==> config.mk <==
export PLATFORM = sky130hd
export DESIGN_NAME = key_debounce
export DESIGN_NICKNAME = d
export VERILOG_FILES = /design/src/rtl/key_debounce_pkg.sv /design/src/rtl/key_debounce_ch.sv /design/src/rtl/key_debounce.sv
export SDC_FILE = /design/constraint.sdc
export NUM_CORES = 1
export LEC_CHECK = 0
export CAP_MARGIN = 5
export CORE_MARGIN = 2
export CORE_UTILIZATION = 60
export CTS_CLUSTER_DIAMETER = 200
export DETAILED_ROUTE_END_ITERATION = 12
export PLACE_DENSITY = 0.79
export SYNTH_ARGS = -nofsm -noshare
export SYNTH_HDL_FRONTEND = slang
export SYNTH_HIERARCHICAL = 1
export SYNTH_SLANG_ARGS = --single-unit
==> constraint.sdc <==
create_clock -name clk -period 2.4 [get_ports clk]
set_input_delay 0.36 -clock clk [delete_from_list [all_inputs] [get_ports clk]]
set_output_delay 0.36 -clock clk [all_outputs]
set_load 0.05 [all_outputs]
==> src/rtl/key_debounce_pkg.sv <==
// Shared constants and state encoding for the key debounce block.
// Debounce lengths are in clk cycles at 20 MHz.
package key_debounce_pkg;

    localparam int KEY_DEBOUNCE_CYC_10MS = 200000;
    localparam int KEY_DEBOUNCE_CYC_SIM  = 8;

    typedef enum logic {
        STABLE = 1'b0,
        CHECK  = 1'b1
    } deb_state_e;

endpackage

==> src/rtl/key_debounce_ch.sv <==
// One debounce channel: two-flop synchroniser, stability counter, FSM,
// and registered level/rise/fall/toggle outputs.
//
// state  | meaning
// STABLE | sync2 matches committed level, counter idle at 0
// CHECK  | sync2 differs from level, counting consecutive mismatching cycles
module key_debounce_ch
    import key_debounce_pkg::*;
#(
    parameter int DEBOUNCE_CYC = KEY_DEBOUNCE_CYC_10MS,
    parameter int CNT_W        = 18
) (
    input  logic clk,
    input  logic rst_n,
    input  logic key,
    output logic level,
    output logic rise,
    output logic fall,
    output logic tog
);

    localparam logic [CNT_W-1:0] CNT_LAST = CNT_W'(DEBOUNCE_CYC - 1);
    localparam logic [CNT_W-1:0] CNT_ONE  = CNT_W'(1);

    logic             sync1, sync2;
    deb_state_e       state, state_nxt;
    logic [CNT_W-1:0] cnt, cnt_nxt;
    logic             level_nxt, rise_nxt, fall_nxt, tog_nxt;

    always_ff @(posedge clk or negedge rst_n) begin
        if (!rst_n) begin
            sync1 <= 1'b0;
            sync2 <= 1'b0;
        end else begin
            sync1 <= key;
            sync2 <= sync1;
        end
    end

    always_ff @(posedge clk or negedge rst_n) begin
        if (!rst_n) begin
            state <= STABLE;
            cnt   <= '0;
            level <= 1'b0;
            rise  <= 1'b0;
            fall  <= 1'b0;
            tog   <= 1'b0;
        end else begin
            state <= state_nxt;
            cnt   <= cnt_nxt;
            level <= level_nxt;
            rise  <= rise_nxt;
            fall  <= fall_nxt;
            tog   <= tog_nxt;
        end
    end

    always_comb begin
        state_nxt = state;
        cnt_nxt   = cnt;
        level_nxt = level;
        rise_nxt  = 1'b0;
        fall_nxt  = 1'b0;
        tog_nxt   = tog;
        case (state)
            STABLE: begin
                cnt_nxt = '0;
                if (sync2 != level) begin
                    state_nxt = CHECK;
                    cnt_nxt   = CNT_ONE;
                end
            end
            CHECK: begin
                if (sync2 == level) begin
                    state_nxt = STABLE;
                    cnt_nxt   = '0;
                end else if (cnt == CNT_LAST) begin
                    // counter stops here, so it can never wrap
                    state_nxt = STABLE;
                    cnt_nxt   = '0;
                    level_nxt = sync2;
                    rise_nxt  = sync2;
                    fall_nxt  = ~sync2;
                    if (sync2) tog_nxt = ~tog;
                end else begin
                    cnt_nxt = cnt + CNT_ONE;
                end
            end
            default: begin
                state_nxt = STABLE;
                cnt_nxt   = '0;
            end
        endcase
    end

endmodule

==> src/rtl/key_debounce.sv <==
// Debounce for CH_NUM raw board switches/buttons; each channel is
// fully independent and synchronised to clk.
module key_debounce
    import key_debounce_pkg::*;
#(
    parameter int CH_NUM       = 3,
    parameter int DEBOUNCE_CYC = KEY_DEBOUNCE_CYC_10MS,
    parameter int CNT_W        = 18
) (
    input  logic              clk,
    input  logic              rst_n,
    input  logic [CH_NUM-1:0] key_i,
    output logic [CH_NUM-1:0] key_level_o,
    output logic [CH_NUM-1:0] key_rise_o,
    output logic [CH_NUM-1:0] key_fall_o,
    output logic [CH_NUM-1:0] key_tog_o
);

    for (genvar g = 0; g < CH_NUM; g++) begin : g_ch
        key_debounce_ch #(
            .DEBOUNCE_CYC(DEBOUNCE_CYC),
            .CNT_W       (CNT_W)
        ) u_ch (
            .clk  (clk),
            .rst_n(rst_n),
            .key  (key_i[g]),
            .level(key_level_o[g]),
            .rise (key_rise_o[g]),
            .fall (key_fall_o[g]),
            .tog  (key_tog_o[g])
        );
    end

endmodule
==> reports/summary.log <==
INFO  clocking       clock_buffer_count_from_cts=9
INFO  timing         slew_headroom=39.0%
INFO  worst_setup_path timing_worst_setup_path_type=reg -> out
INFO  floorplan      floorplan.core_area=0.00585sqmm
INFO  cells_and_area fin_area=0.00411sqmm
INFO  route          firstDrtPassIters=4
INFO  logic_synthesis synth_top_flop_cell=dfrtp_1
INFO  route          drtAntennaViolNets=0
INFO  logic_synthesis netlist.area_leader.share=52.3%
INFO  logic_synthesis yosysSeqAreaShare=52.3%
INFO  clocking       clock_insertion_delay_worst_skew=350ps
INFO  route          detailroute.via_count=2,619
INFO  worst_setup_path path_buf_inv=1
INFO  floorplan      die_area=0.00662sqmm
INFO  clocking       cts_tree=yes
INFO  floorplan      die_span_in_x=81.3microns
INFO  global_routing grt_pass1_vias=2,540
INFO  place          dp.final_hpwl=4400microns
INFO  logic_synthesis synth.ff_latch_count=75
INFO  timing         rsz0062_at_grt=false
INFO  logic_synthesis main_combinational_cell_family_by_area_after_synthesis=simple AND/OR/NAND/NOR gates
INFO  logic_synthesis yosys.cell_types.count=33
INFO  cells_and_area nFillCells=426
INFO  logic_synthesis netlist_top_cells_area=dfrtp_1, xor2_1, nor2_1
INFO  floorplan      row_count=28
INFO  clocking       clk_pin_slew_worst_paths=80ps
INFO  place          numPortBuffers=16
INFO  timing         min_period=1910ps
INFO  route          viasPerCell=5.90
INFO  logic_synthesis mappedNetlistArea=0.00359sqmm
INFO  floorplan      pin_count=17
INFO  place          gp_routability_congestion=0.824
INFO  route          route.final.wire_length=6680microns
INFO  logic_synthesis number_of_enable_flip_flop_cells_after_synthesis=0
INFO  global_routing antenna_found_initial=0
INFO  timing         maxClockFrequency=523MHz
INFO  logic_synthesis synth_cells=342
INFO  logic_synthesis library_cell_occupying_the_most_area_in_the_post_synthesis_netlist=dfrtp_1
INFO  clocking       count_of_h_tree_levels_built_during_cts=3
INFO  logic_synthesis post_synthesis_share_of_cell_area_spent_on_and_or_nand_and_nor_gates=26.5%
INFO  worst_setup_path cp_top_family=buffers and inverters
INFO  cells_and_area area_of_all_sequential_standard_cells=0.00188sqmm
INFO  global_routing globalRouteTotalUtil=22.6%
INFO  logic_synthesis muxShareOfSynthArea=0.941%
INFO  route          post-route-drc-count=0
INFO  worst_setup_path cp_slowest_stage_delay=830ps
INFO  worst_setup_path worstPathMaxFanout=2
INFO  timing         finalCritPeriodShare=79.6%
INFO  timing         clock-skew-final=7.11ps
INFO  cells_and_area antenna-diode-count=0
INFO  power_and_ir_drop cellLeakagePower=0.00167uW
INFO  logic_synthesis syn_area_per_cell=10.5squm
INFO  worst_setup_path critical_path_s_slowest_cell=clkdlybuf4s50_1
INFO  route          post_drt_wl_per_cell=15.1microns
INFO  logic_synthesis synth-compound-area-share=5.65%
INFO  clocking       clockBufferDepth=2
INFO  logic_synthesis syn_nets=353
INFO  cells_and_area flow.area_growth_from_synthesis=14.6%
INFO  route          drt-initial-drc-count=177
INFO  power_and_ir_drop vdd_drop_max=0.000444V
INFO  floorplan      die_height=81.3microns
INFO  cells_and_area fraction_of_layout_instances_using_a_drive_strength_above_1=13.6%
INFO  floorplan      floorplan.initialDensity=61.3%
INFO  logic_synthesis postSynth.asyncResetShare=100%
INFO  clocking       post_cts_buffers=0
INFO  worst_hold_path hold_class=in -> async
INFO  timing         slew_viols_final=0
INFO  run_status     status=completed
INFO  cells_and_area multiInputGateArea=0.00160sqmm
INFO  clocking       ctsRootBufferMaster=clkbuf_8
INFO  global_routing grt_pass1_wl=11,200microns
INFO  power_and_ir_drop report.power.total=2720uW
INFO  clocking       clock_sink_count=75
INFO  flow_run       drv_cap=0
INFO  global_routing total_overflow_reported_by_the_global_router=0
INFO  worst_setup_path critical_path.endpoint_type=output port
INFO  timing         report.final.hold_viol_count=0
INFO  timing         timing_worst_slew_pin_value=916ps
INFO  logic_synthesis xor_and_xnor_fraction_of_the_mapped_netlist_area=9.52%
INFO  worst_setup_path worstSetupStartpointType=flip-flop
INFO  timing         timing.hold.ws=117ps
INFO  worst_setup_path critPathRequiredTime=2040ps
INFO  cells_and_area layout.nets=376
INFO  worst_setup_path timing.critical_path.arrival=1550ps
INFO  place          placed_cell_area=0.00384sqmm
INFO  power_and_ir_drop cellPowerDensity=662mW/mm^2
INFO  worst_setup_path path_cells=clkdlybuf4s50_1
INFO  clocking       post_cts_resize_count=0
INFO  timing         final-setup-viol-count=0
INFO  timing         timing.setup.tns=0ps
INFO  global_routing largest_net_degree_at_the_start_of_global_routing=76
INFO  logic_synthesis yosys_warnings=6
INFO  clocking       holdBufCountCts=0
INFO  logic_synthesis synth_adder_area_share=2.09%
-- registers in the layout, indices dropped and copies added (netlist names) --
signal / count
g_ch.u_ch/rise: 3
g_ch.u_ch/tog: 3
g_ch.u_ch/sync2: 3
g_ch.u_ch/fall: 3
g_ch.u_ch/state: 3
g_ch.u_ch/cnt: 54
g_ch.u_ch/sync1: 3
g_ch.u_ch/level: 3
-- kinds of logic (layout without fill, tap and decap cells) --
kind of cell	Yosys count	after routing
simple gates	159	159
flops	75	75
xor+xnor	39	39
compound gates	33	33
buf+inv	27	54
fa+ha+maj	6	6
mux	3	3
-- report_power, final --
group,leakage (uW),internal (uW),switching (uW),total (uW)
Combinational,0.000518,27.4,64.4,91.8
Sequential,0.00102,1280,12.4,1290
Clock,0.000137,896,444,1340
Total,0.00167,2200,521,2720
-- area by class of cell --
cell class              count  area share (%)
multi-input cells         240            39.0
clock inverters             5            3.65
flip-flops and latches     75            45.6
repair buffers             21            4.74
inverters                  18            1.64
clock buffers              10            3.10
well taps                  75            2.28
-- per-layer routing --
metal | vias up | wire length (microns) | global-route usage [%] | part of all wire, %
met5 | - | 0 | 0 | 0
met4 | 0 | 112 | 9.32 | 1.7
met3 | 11 | 339 | 8.11 | 5.1
met2 | 68 | 3330 | 36.0 | 50
met1 | 1289 | 2900 | 28.1 | 43
li1 | 1251 | - | - | -
-- cells in the final DEF (no fill, tap or decap), types with 9 or more instances in the layout --
cell type / netlist / final
clkdlybuf4s50_1: 0 / 15
nand3_1: 21 / 21
dfrtp_1: 75 / 75
nand4_1: 12 / 12
xnor2_1: 15 / 15
nand2_1: 15 / 15
or4_1: 9 / 9
o31ai_1: 9 / 9
nor2_1: 48 / 48
inv_1: 18 / 18
clkbuf_8: 0 / 9
xor2_1: 24 / 24
a21oi_1: 15 / 15
-- stage by stage --
step                      setup slack, ps  cells  utilization (%)
after detailed placement              489    429             65.6
after CTS                             455    444             70.3
after global routing                  369    444             70.3
after floorplan                       537    342                -
final                                 489    444             70.3
after global placement                559    429             65.6
-- cells in the mapped netlist, types with 6 or more instances --
library cell  number
nand3_1           21
or4_1              9
nand4_1           12
nand2_1           15
buf_2              6
xor2_1            24
nor2_1            48
nor4_1             6
a21oi_1           15
inv_1             18
o31ai_1            9
nor3_1             6
ha_1               6
and2_1             6
dfrtp_1           75
xnor2_1           15
-- worst paths after layout --
check	from	endpoint	slack, ps	cells past startpoint
max	g_ch[1].u_ch/tog	key_tog_o[1]	490	1
min	rst_n	g_ch[2].u_ch/tog	120	1
max reg2reg	g_ch[0].u_ch/cnt[12]	g_ch[0].u_ch/level	510	4
min reg2reg	g_ch[1].u_ch/sync1	g_ch[1].u_ch/sync2	360	0
max in group asynchronous	rst_n	g_ch[0].u_ch/cnt[13]	1660	1
min in group clk	g_ch[1].u_ch/sync1	g_ch[1].u_ch/sync2	360	0
Note: power is estimated with default switching activity, not from simulation.
